`src/rtl/init_seq_pkg.sv`:
```
// Shared state encoding and widths for the init_sequencer block.
package init_seq_pkg;

  localparam int STATE_W = 3;

  typedef enum logic [STATE_W-1:0] {
    WAIT_LOCK = 3'd0,
    DELAY     = 3'd1,
    CLK_ON    = 3'd2,
    MEM_REL   = 3'd3,
    RUN       = 3'd4
  } state_t;

  function automatic int max_int(input int a, input int b);
    return (a > b) ? a : b;
  endfunction

endpackage

```
`src/rtl/sync_2ff.sv`:
```
// Generic 2-flop synchroniser, async active-low reset to 0.
// Latency: 2 clk edges. No backpressure.
// Backpressure: none, free-running.
module sync_2ff #(
  parameter int WIDTH = 1
) (
  input  logic             clk,
  input  logic             rst_n,
  input  logic [WIDTH-1:0] d,
  output logic [WIDTH-1:0] q
);

  logic [WIDTH-1:0] meta_q;

  always_ff @(posedge clk or negedge rst_n) begin
    if (!rst_n) begin
      meta_q <= '0;
      q      <= '0;
    end else begin
      meta_q <= d;
      q      <= meta_q;
    end
  end

endmodule

```
`src/rtl/init_sequencer.sv`:
```
// Power-on / soft-reset sequencer: lock wait, settle delay, clock enable, staged reset release.
// Latency: clk_en 3+DELAY_CYCLES edges after lock, each release a further STAGE_GAP edges.
// Backpressure: none; optional lock monitor enabled by INIT_SEQ_LOCK_MONITOR_EN.
module init_sequencer
  import init_seq_pkg::*;
#(
  parameter int DELAY_CYCLES = 255,
  parameter int STAGE_GAP    = 16
) (
  input  logic               clk,
  input  logic               rst_n,
  input  logic               pll_lock,
  input  logic               soft_rst_req,
  output logic               clk_en,
  output logic               mem_rst_n,
  output logic               core_rst_n,
  output logic               ready,
  output logic [STATE_W-1:0] state
);

  localparam int CNT_W = $clog2(max_int(DELAY_CYCLES, STAGE_GAP) + 1);
  localparam logic [CNT_W-1:0] DELAY_LAST = CNT_W'(DELAY_CYCLES - 1);
  localparam logic [CNT_W-1:0] GAP_LAST   = CNT_W'(STAGE_GAP - 1);

  logic             lock_s;
  state_t           state_q, state_d;
  logic [CNT_W-1:0] cnt_q, cnt_d;
  logic             soft_take;

  sync_2ff #(.WIDTH(1)) u_lock_sync (
    .clk   (clk),
    .rst_n (rst_n),
    .d     (pll_lock),
    .q     (lock_s)
  );

  always_comb begin
    state_d   = state_q;
    soft_take = soft_rst_req &&
                (state_q == CLK_ON || state_q == MEM_REL || state_q == RUN);
    case (state_q)
      WAIT_LOCK: if (lock_s)              state_d = DELAY;
      DELAY:     if (cnt_q == DELAY_LAST) state_d = CLK_ON;
      CLK_ON:    if (cnt_q == GAP_LAST)   state_d = MEM_REL;
      MEM_REL:   if (cnt_q == GAP_LAST)   state_d = RUN;
      RUN:       state_d = RUN;
      default:   state_d = WAIT_LOCK;
    endcase
    if (soft_take) state_d = CLK_ON;
`ifdef INIT_SEQ_LOCK_MONITOR_EN
    // Lock loss outranks a simultaneous soft request and forces a full rerun.
    if (!lock_s && state_q != WAIT_LOCK) state_d = WAIT_LOCK;
`endif

    // Counter restarts on any state change, including a soft re-entry of CLK_ON.
    cnt_d = '0;
    if (state_d == state_q && !soft_take &&
        (state_q == DELAY || state_q == CLK_ON || state_q == MEM_REL))
      cnt_d = cnt_q + CNT_W'(1);
  end

  always_ff @(posedge clk or negedge rst_n) begin
    if (!rst_n) begin
      state_q    <= WAIT_LOCK;
      cnt_q      <= '0;
      clk_en     <= 1'b0;
      mem_rst_n  <= 1'b0;
      core_rst_n <= 1'b0;
      ready      <= 1'b0;
    end else begin
      state_q    <= state_d;
      cnt_q      <= cnt_d;
      clk_en     <= (state_d == CLK_ON) || (state_d == MEM_REL) || (state_d == RUN);
      mem_rst_n  <= (state_d == MEM_REL) || (state_d == RUN);
      core_rst_n <= (state_d == RUN);
      ready      <= (state_d == RUN);
    end
  end

  assign state = state_q;

endmodule
```
`config.mk`:
```
export PLATFORM = sky130hd
export DESIGN_NAME = init_sequencer
export DESIGN_NICKNAME = d
export VERILOG_FILES = /design/src/rtl/init_seq_pkg.sv /design/src/rtl/sync_2ff.sv /design/src/rtl/init_sequencer.sv
export SDC_FILE = /design/constraint.sdc
export NUM_CORES = 1
export LEC_CHECK = 0
export CELL_PAD_IN_SITES_DETAIL_PLACEMENT = 1
export CELL_PAD_IN_SITES_GLOBAL_PLACEMENT = 1
export CORE_MARGIN = 8
export CORE_UTILIZATION = 45
export CTS_BUF_LIST = sky130_fd_sc_hd__clkbuf_2 sky130_fd_sc_hd__clkbuf_4 sky130_fd_sc_hd__clkbuf_8
export CTS_CLUSTER_DIAMETER = 60
export DETAILED_ROUTE_END_ITERATION = 8
export DONT_BUFFER_PORTS = 1
export PLACE_DENSITY_LB_ADDON = 0.1
export SLEW_MARGIN = 25
export SYNTH_ARGS = -nofsm -noshare
export SYNTH_HDL_FRONTEND = slang
export SYNTH_SLANG_ARGS = --single-unit
```
`constraint.sdc`:
```
create_clock -name clk -period 1.38 [get_ports clk]
set_input_delay 0.276 -clock clk [delete_from_list [all_inputs] [get_ports clk]]
set_output_delay 0.276 -clock clk [all_outputs]
set_load 0.01 [all_outputs]
```
======== After elaboration in Yosys (flattened, before gate mapping) ========
Index checks and enable logic that the tools add are counted.
operators by class
  add/sub/neg operators ................... 1
  equality and inequality tests ........... 10
  muxes and demuxes ....................... 7
  reduce and logical (&&, ||, !) cells .... 12
operators with widths
  kind                                           number
  2-to-1 mux 3 bit                               5
  one-hot mux 3 bit (5 select lines)             1
  == test 3 x 2 -> 1 bit, second input constant  4
  adder 8 x 1 -> 8 bit, second input constant    1
  == test 8 x 4 -> 1 bit, second input constant  1
  == test 8 bit, second input constant           1
  2-to-1 mux 8 bit                               1
  logical OR 1 bit                               7
  == test 3 bit, second input constant           2
  == test 3 x 1 -> 1 bit, second input constant  1
  == test 3 bit                                  1
  logical AND 1 bit                              3
  logical NOT 3 bit                              1
  logical NOT 1 bit                              1
storage, ports and cells
  flip-flop bits (word level) ............. 16
  bits of input ports ..................... 4
  output and inout bits ................... 7
  word-level logic and storage cells ...... 37

======== Depth between registers and ports, before layout ========
  word-level depth ........................ 9
  depth in mapped cells ................... 5
  mapped depth without buffers ............ 5

======== Hierarchy ========
Synthesis repeated with hierarchy kept, for this count alone.
second synthesis, totals
  cell total of the unflattened synthesis .. 67
  area total of the unflattened synthesis .. 760.7 um^2
modules (own cells, without submodules)
  module          times used  cells an instance  area an instance (um^2)  sequential area each (um^2)
  init_sequencer  1           65                 710.7                    350.3
  sync_2ff        1           2                  50.0                     50.0

======== Worst setup path before layout ========
Ideal clock, no wire load.
  kind .................................... register to register
  start point ............................. register cnt_q[0]
  end point ............................... register state_q[0] (netlist: state[0])
  library setup time ...................... 0.119 ns
  data arrival time ....................... 1.256 ns
  data required time ...................... 1.261 ns
  slack ................................... 0.005 ns
  stages on the path, launching flop included .. 6
  period minus slack after synthesis ...... 1.375 ns
  cells stage by stage .................... dfrtp_1 > ha_1 > and3_1 > nand2_1 > xnor2_1 > a21bo_1
between the ends
  longest elaborated chain between the ends .. 4
  elaborated cells between the ends (all ways) .. 7
ends and longest elaborated chain
  item                                                     RTL line                                                          source
  from (decl)                                              init_sequencer.sv:27                                              logic [CNT_W-1:0] cnt_q, cnt_d;
  from (signal assigned)                                   init_sequencer.sv:72                                              cnt_q <= cnt_d;
  == test 8 x 4 -> 1 bit or == test 8 bit (tied branches)  init_sequencer.sv:44, init_sequencer.sv:45, init_sequencer.sv:43
  2-to-1 mux 3 bit (on tied branches)                      init_sequencer.sv:45, init_sequencer.sv:43, init_sequencer.sv:44
  one-hot mux 3 bit (5 select lines) *                     init_sequencer.sv:41                                              case (state_q)
  2-to-1 mux 3 bit *                                       init_sequencer.sv:49                                              if (soft_take) state_d = CLK_ON;
  net state_d[0]                                           init_sequencer.sv:26                                              state_t state_q, state_d;
  to (signal assigned)                                     init_sequencer.sv:71                                              state_q <= state_d;
  to (decl)                                                init_sequencer.sv:26
The timed path passes the listed nets; every way through them passes the cells marked *.

======== Worst setup path in the final report ========
  start point ............................. register cnt_q[1]
  end point ............................... register state_q[0] (netlist: state[0])
The elaborated chain is that of the path after synthesis.

==> flow_summary_export.csv <==
group,metric,value,unit
run_status,status,"finished clean",
die,dieArea,0.00326,mm2
route,final_antenna_net_count,0,
cts,path_clk_slew,0.09,ns
grt,grt_pass1_wl,2880,um
grt,grt_max_degree,17,
yosys,synth.top_cell.area_share,52.6,%
grt,antenna_found_initial,0,
setup_path,worstSetupPathType,"reg -> reg",
yosys,syn_nets,73,
route,wl_met2,820,um
worst_hold_path,hold_path_depth,1,
route,met1Wirelength,754,um
power_and_ir_drop,total_switching_power,0.181,mW
place,hpwl,1290,um
yosys,yosys_warnings,0,
power_and_ir_drop,leakage,0.442,nW
setup_path,required,1.56,ns
final_layout,area_delta_synth_final,26.0,%
power_and_ir_drop,combPwrFrac,7.2,%
cts,clockRootBuffer,"clkbuf_4",
place,gp_congestion,0.792,
setup_path,crit_fanout,3,
yosys,synthesis.area,761,um2
grt,overflow,0,
cts,h-tree-depth,1,
setup_path,reg2reg_to,"state[0]",
yosys,synth_most_common_cell,"dfrtp_1",
final_layout,antenna_cells,0,
setup_path,r2r_start,"cnt_q[1]",
sta,skew,0.00602,ns
yosys,ys_top_cells_by_count,"dfrtp_1, nor2_1, a21oi_1, nand2_1, xnor2_1",
die,initial_core_util,46.1,%
final_layout,layout-drive-gt1-share,31.4,%
yosys,synth_area_leader_cell,"dfrtp_1",
final_layout,post-route-util,58.0,%
die,fp.coreArea,0.00165,mm2
route,drc_errors,0,
yosys,ys_async_sr_fraction,100,%
cts,numCtsBuffers,3,
sta,setup_viol,0,
die,fp.dieH,57.1,um
sta,max_clock_freq,0.738,GHz
power_and_ir_drop,swShare,21.3,%
route,drt_pass1_iterations,2,
power_and_ir_drop,internal_power,0.669,mW
place,place_inst,94,
setup_path,start_kind,"flop",
yosys,synth.ff_latch_count,16,
cts,clock_latency,0.28,ns
power_and_ir_drop,pwr-share-clk,35.5,%
sta,worst_pin_slew,0.731,ns
yosys,synth_edf_count,0,
sta,slew_headroom,51.1,%
route,wl,1680,um
worst_hold_path,hold_path_end,"ready",
route,wl_met3,88,um
place,port_buffers,0,
worst_hold_path,hp-class,"in -> reg",
flow_run,cap_violations,0,
sta,final_hold_viol_count,0,
power_and_ir_drop,peakVddDrop,0.768,mV
worst_hold_path,hp-start,"soft_rst_req",
cts,cts_tree,"yes",
final_layout,instances_no_fill,103,
setup_path,critPathCaptureType,"flop",
route,via_per_inst,5.52,
sta,layout_setup_ws,0.0255,ns
yosys,synthCells,67,
sta,rsz0062_at_grt,"true",
grt,grt_pass1_vias,637,
die,pin_count,11,
place,place_area,857,um2
place,place_ws,-0.0663,ns
setup_path,reg2reg_depth,5,
yosys,synth.distinct_cells,28,
route,top_layer,"met4",
cts,clock-sinks,16,
yosys,synth_ff_type,"dfrtp_1",
grt,grtUsageTotal,11.1,%
final_layout,stdcell_area,958,um2
power_and_ir_drop,seq_power_share,57.3,%
die,die_x,57.1,um
yosys,syn_avg_cell_area,11.4,um2
route,wl_per_cell,16.3,um
cts,clk_path_buf_depth,2,
sta,finalSetupTns,0,ns
final_layout,nets,93,
route,first_iter_violations,2,
final_layout,fill_cells,180,
sta,fin_crit_sh,98.2,%
power_and_ir_drop,p_per_area,887,mW/mm2
yosys,ys_seq_area_share,52.6,%
route,dr_total_vias,569,
die,row_count,15,
setup_path,r2r_slack,0.03,ns
sta,slew_violations,0,
yosys,synthTopCellsByArea,"dfrtp_1, xnor2_1, nor2_1",
sta,post-route-min-period,1.35,ns
setup_path,crit_arrival,1.53,ns
power groups by stage:
stage	registers [mW]	logic (mW)	clock network, mW
floorplan	0.496	0.0230	0
detailed placement	0.497	0.0383	0
global route	0.488	0.0691	0.336
global placement	0.497	0.0362	0
finish	0.487	0.0612	0.302
CTS	0.487	0.0588	0.315
cells by family (layout without fill, tap and decap cells):
group,after synthesis,count (layout),synth area share (%)
flip-flops,16,16,52.6
buffers and inverters,2,21,1.48
adder cells (fa/ha/maj),2,2,3.29
AO/OA/AOI/OAI,11,11,10.7
XOR/XNOR,7,7,8.06
AND/OR/NAND/NOR,29,29,23.8
area by class of cell:
cell class | instances | area, um2 | share of cell area (%)
Sequential cell | 16 | 400 | 41.8
Multi-Input combinational cell | 49 | 372 | 38.8
Timing Repair Buffer | 16 | 125 | 13.1
Clock buffer | 4 | 36.3 | 3.79
Tap cell | 17 | 21.3 | 2.22
Inverter | 1 | 3.75 | 0.392
critical path, cell delays in order, from the launching register on:
cell,delay (ns)
dfrtp_1,0.40
ha_1,0.19
and3_4,0.22
nand2_2,0.08
xnor2_1,0.16
a21bo_1,0.20
registers in the layout, indices dropped and copies added (netlist names):
name and cells:
u_lock_sync.q 1, mem_rst_n 1, state 3, clk_en 1, cnt_q 8, u_lock_sync.meta_q 1, ready 1
cell usage in the layout (no fill, tap or decap):
cell,instances
dfrtp_1,16
buf_4,14
nor2_1,9
xnor2_1,5
a21oi_1,4
nand2_1,4
clkbuf_4,3
nor2b_1,2
xor2_1,2
nand3_1,2
dlygate4sd3_1,2
inv_1,1
and3_4,1
nor4_4,1
nand2_2,1
o21ai_0,1
nor3b_2,1
and4_4,1
and4_1,1
o211ai_1,1
and2b_1,1
nand4_4,1
nor4b_1,1
a21bo_1,1
nand2b_1,1
nand4_1,1
a21oi_2,1
a22oi_4,1
o21ai_1,1
a21o_1,1
nor3_1,1
ha_2,1
ha_1,1
clkbuf_8,1
how the worst max path moves through the flow:
stage             start       end  cells after the start
2_1_floorplan  cnt_q[0]  state[0]                      5
3_5_place_dp   cnt_q[1]  cnt_q[5]                      5
6_report       cnt_q[1]  state[0]                      5
3_3_place_gp   cnt_q[1]  cnt_q[7]                      5
5_1_grt        cnt_q[1]  cnt_q[5]                      5
4_1_cts        cnt_q[4]  cnt_q[5]                      4
metrics by stage:
step | power (mW) | hold slack (ns)
after CTS | 0.861 | 0.00383
after floorplan | 0.519 | -0.0196
after global routing | 0.893 | 0.0230
final | 0.850 | 0.0395
after global placement | 0.533 | -0.0191
after detailed placement | 0.536 | -0.0191
routing by layer:
metal / track usage [%] / vias to the layer above
met2: 18.6 / 11
met5: 0 / -
met1: 12.4 / 285
met4: 4.70 / 0
li1: - / 271
met3: 3.77 / 2
what timing repair did:
item / 4_1_cts / 5_1_grt
hold buffers: 1 / 1
resized for setup: 4 / 1
pin swaps: 0 / 5
setup buffers: 2 / 1
endpoints found under the hold margin: 16 / 1
cloned: 0 / 0
endpoints found under the setup margin: 11 / 10
Power figures use the tool's default switching activity.
